### src/rtl/ex_mem_pipe_reg.sv
// EX/MEM pipeline register: carries writeback and HI/LO payload with a valid bit,
// honours the CTRL stall vector, supports flush and keeps multi-cycle arithmetic state.
module ex_mem_pipe_reg #(
    parameter int DATA_W  = 32,
    parameter int ADDR_W  = 5,
    parameter int STALL_W = 6,
    parameter int STAGE   = 3,
    parameter int CNT_W   = 2,
    parameter int SCNT_W  = 8
) (
    input  logic                clk,
    input  logic                rst,
    input  logic [STALL_W-1:0]  stall,
    input  logic                flush,
    input  logic                ex_valid,
    input  logic [ADDR_W-1:0]   ex_wd,
    input  logic [DATA_W-1:0]   ex_wdata,
    input  logic                ex_wreg,
    input  logic [DATA_W-1:0]   ex_hi,
    input  logic [DATA_W-1:0]   ex_lo,
    input  logic                ex_whilo,
    input  logic [2*DATA_W-1:0] acc_i,
    input  logic [CNT_W-1:0]    cnt_i,
    output logic [2*DATA_W-1:0] acc_o,
    output logic [CNT_W-1:0]    cnt_o,
    output logic                mem_valid,
    output logic [ADDR_W-1:0]   mem_wd,
    output logic [DATA_W-1:0]   mem_wdata,
    output logic                mem_wreg,
    output logic [DATA_W-1:0]   mem_hi,
    output logic [DATA_W-1:0]   mem_lo,
    output logic                mem_whilo,
    output logic [SCNT_W-1:0]   stall_cycles,
    output logic                stall_sat
);

    localparam logic [SCNT_W-1:0] SCNT_MAX = '1;

    typedef enum logic [1:0] {
        ACT_FLUSH,
        ACT_BUBBLE,
        ACT_ADVANCE,
        ACT_HOLD
    } action_t;

    logic              s0;
    logic              s1;
    action_t           action;
    logic [SCNT_W-1:0] stall_cnt_nxt;

    assign s0 = stall[STAGE];
    assign s1 = stall[STAGE+1];

    // NOTE: every variable gets a default first so no latch is inferred.
    always_comb begin
        action = ACT_HOLD;
        if (flush)    action = ACT_FLUSH;
        else if (!s0) action = ACT_ADVANCE;
        else if (!s1) action = ACT_BUBBLE;
    end

    always_comb begin
        stall_cnt_nxt = stall_cycles;
        if (flush || !s0)                 stall_cnt_nxt = '0;
        else if (stall_cycles != SCNT_MAX) stall_cnt_nxt = stall_cycles + 1'b1;
    end

    // NOTE: non-blocking assignments so every register samples pre-edge values.
    always_ff @(posedge clk or posedge rst) begin
        if (rst) begin
            mem_valid    <= 1'b0;
            mem_wd       <= '0;
            mem_wdata    <= '0;
            mem_wreg     <= 1'b0;
            mem_hi       <= '0;
            mem_lo       <= '0;
            mem_whilo    <= 1'b0;
            acc_o        <= '0;
            cnt_o        <= '0;
            stall_cycles <= '0;
            stall_sat    <= 1'b0;
        end else begin
            stall_cycles <= stall_cnt_nxt;
            stall_sat    <= (stall_cnt_nxt == SCNT_MAX);
            unique case (action)
                ACT_FLUSH, ACT_BUBBLE: begin
                    mem_valid <= 1'b0;
                    mem_wd    <= '0;
                    mem_wdata <= '0;
                    mem_wreg  <= 1'b0;
                    mem_hi    <= '0;
                    mem_lo    <= '0;
                    mem_whilo <= 1'b0;
                    // A flush aborts the in-flight multi-cycle op; a bubble keeps it going.
                    acc_o     <= (action == ACT_FLUSH) ? '0 : acc_i;
                    cnt_o     <= (action == ACT_FLUSH) ? '0 : cnt_i;
                end
                ACT_ADVANCE: begin
                    mem_valid <= ex_valid;
                    mem_wd    <= ex_wd;
                    mem_wdata <= ex_wdata;
                    mem_wreg  <= ex_wreg & ex_valid;
                    mem_hi    <= ex_hi;
                    mem_lo    <= ex_lo;
                    mem_whilo <= ex_whilo & ex_valid;
                    acc_o     <= '0;
                    cnt_o     <= '0;
                end
                default: begin
                    acc_o <= acc_i;
                    cnt_o <= cnt_i;
                end
            endcase
        end
    end

endmodule

### config.mk
export PLATFORM = sky130hd
export DESIGN_NAME = ex_mem_pipe_reg
export DESIGN_NICKNAME = d
export VERILOG_FILES = /design/src/rtl/ex_mem_pipe_reg.sv
export SDC_FILE = /design/constraint.sdc
export NUM_CORES = 1
export LEC_CHECK = 0
export ABC_CLOCK_PERIOD_IN_PS = 10300
export CORE_AREA = 2 2 139 141
export CTS_CLUSTER_DIAMETER = 200
export DETAILED_ROUTE_END_ITERATION = 8
export DIE_AREA = 0 0 141 143
export PLACE_DENSITY = 0.73
export SLEW_MARGIN = 20
export SYNTH_ARGS = -nofsm -noshare
export SYNTH_HDL_FRONTEND = slang
export SYNTH_SLANG_ARGS = --single-unit
### constraint.sdc
create_clock -name clk -period 10.3 [get_ports clk]
set_clock_uncertainty 0.1 [all_clocks]
set_input_delay 1.03 -clock clk [delete_from_list [all_inputs] [get_ports clk]]
set_output_delay 1.03 -clock clk [all_outputs]
set_load 0.02 [all_outputs]
==> flow_summary.toml <==
[worst_setup_path]
cpMostUsedCell = "buf_4"
cp-endpoint = "mem_lo[0]"
cpLargestDelayFamily = "buffers and inverters"
cp_num_buf_inv = 3
r2r_start = "stall_cycles[0]"
rr_endpoint = "stall_sat"
path_cells = "clkdlybuf4s50_1 > nor2b_4 > buf_4 > and2_4 > buf_4 > a22o_1"
critPathRequiredTime_ns = 10.56
startpoint = "stall[3]"
worstPathArrival_ns = 3.80
crit_fanout = 85
cp-end-kind = "register"
ff2ff_setup_slack_ns = 8.23
slowest_stage = "buf_4"
cp-start-kind = "input pin"
path_depth = 6
slowest_delay_ns = 0.73
critical_path_class = "input pin to register"
reg2reg_depth = 5

[route]
wirelength_um = 17900
dr.pass1.iters = 4
post-route-drc-count = 0
wire_per_inst_um = 17.5
vias_per_cell = 4.72
dr_total_vias = 4829
drt-initial-drc-count = 258
antenna_left = 0

[hold_path]
hold_start = "mem_wreg"
hold_class = "register to register"
holdPathStages = 1

[clock_network]
cts_buffers = 17
cts-root-buf = "clkbuf_16"
htreeDepth = 4
postCtsHoldBufs = 0
cts_tree = "built"
insertion_delay_ns = 0.42
cts.clk_slew.worst_paths_ns = 0.07
cts_setup_buffers = 0
clockBufferDepth = 2
post_cts_resized = 0
cts.sinks = 179

[grt]
grt_usage_pct = 17.8
grt_max_degree = 118
grt_pass1_wl_um = 27400
grt_pass1_vias = 4957
antenna_found_initial = 0
grt.overflow.total = 0

[power_and_ir_drop]
power_density_nw_per_um2 = 153
p_leak_nw = 4.71
vdd_ir_drop_max_uv = 107

[yosys]
ys.flop_type = "dfrtp_1"
yosysSeqAreaShare_pct = 70.7
ys_seq_elements = 179
synth_area_um2 = 6340
yosysUniqueCellTypes = 32
synth-edff-count = 0
ys_warn_count = 0
async_flop_share_pct = 100
synth_fp_nets = 615
syn_avg_cell_area_um2 = 14.6
synth_cells = 435

[placed_design]
gp_congestion = 0.808
hpwl_um = 12700
port_buffers = 353

[die]
start_util_pct = 34.1
dieArea_um2 = 20200
fp.dieH_um = 143
row_count = 50
die_w_um = 141
io_pins = 358
core_area_um2 = 18600

[sta]
rsz0062_at_grt = "no"
whs_ns = 0.398
max_freq_ghz = 0.282
final_max_slew_viol_count = 0
fin_crit_ns = 3.54
finalHoldViolCount = 0
finalSetupTns_ns = 0
tightestPinTransition_ns = 0.946
period_share_pct = 34.4
final-setup-viol-count = 0
maxSlewHeadroom_pct = 36.8

[finish]
area_delta_synth_final_pct = 67.2
nNetsFinal = 956
antennaDiodeCount = 0
final_layout_size_suffix_gt1_share_pct = 4.94
final_cell_mix = "clkdlybuf4s50_1 (353), dfrtp_1 (179), a22o_1 (102), and2_1 (67), clkbuf_16 (17)"
final_common_cell = "clkdlybuf4s50_1"

[run_status]
run_status = "finished, final reports clean"

[run]
max_cap_violations = 0
[stage by stage]
stage	cell area [µm²]	cells	setup slack (ns)	utilization, %	total power [mW]
2_1_floorplan	6340	435	4.31	-	0.846
3_3_place_gp	10000	991	6.35	53.8	0.984
3_5_place_dp	10000	991	6.28	53.8	0.988
4_1_cts	10600	1023	6.72	57.0	1.64
5_1_grt	10600	1023	6.55	57.0	1.70
6_report	10600	1023	6.76	57.0	1.62
[worst min-delay path by stage]
stage,end,slack [ns]
final,mem_wreg,0.40
after global routing,mem_wdata[23],0.42
after CTS,mem_wreg,0.40
after detailed placement,mem_wreg,0.39
after global placement,mem_whilo,0.37
after floorplan,mem_whilo,0.51
[routing by layer]
layer,vias up,global-route usage (%),share of wire (%)
li1,2232,-,-
met1,2328,20.5,38
met2,242,29.6,50
met3,27,7.88,9.5
met4,0,6.42,2.2
met5,-,0,0
[state kept, by name, summed over array words and instances (netlist names)]
name and count:
mem_hi 32, mem_wd 5, mem_whilo 1, stall_sat 1
stall_cycles 8, mem_wdata 32, mem_wreg 1, acc_o 64
cnt_o 2, mem_valid 1, mem_lo 32
[cell usage after synthesis (all sizes together) (3+ instances only)]
| library cell | count | area (µm²) |
|---|---|---|
| nand2 | 5 | 18.8 |
| inv | 3 | 11.3 |
| and2 | 68 | 428 |
| clkbuf | 17 | 63.8 |
| buf | 18 | 146 |
| dfrtp | 179 | 4480 |
| a22o | 102 | 893 |
| nor2 | 4 | 15.0 |
| a31oi | 4 | 25.0 |
| mux2i | 3 | 30.0 |
| o21ai | 7 | 35.0 |
[power breakdown]
group,switching (mW),internal [mW]
combinational,0.0989,0.127
clock,0.284,0.369
sequential,0.0136,0.732
total,0.396,1.23
[layout make-up]
| class | count | area [µm²] |
|---|---|---|
| clock inverter | 12 | 145 |
| sequential | 179 | 4480 |
| tap | 234 | 293 |
| clock buffer | 20 | 447 |
| inverter | 3 | 18.8 |
| multi-input combinational | 218 | 1650 |
| fill | 1512 | 7980 |
| timing repair buffer | 357 | 3560 |
[worst reg2reg max path: stages (launching register included)]
cell	delay, ns
dfrtp_1	0.50
ha_1	0.41
and4_1	0.32
nand3_2	0.17
a211oi_1	0.30
and4_1	0.21
[logic make-up after synthesis]
group,synth area share (%)
adders and majority gates,0.355
xor gates and xnor gates,0.276
muxes,0.474
DFF,70.7
AOI/OAI and AO/OA,16.0
and+or+nand+nor,8.69
buffers and inverters,3.49
No activity file was read; power rests on OpenSTA's default activity.
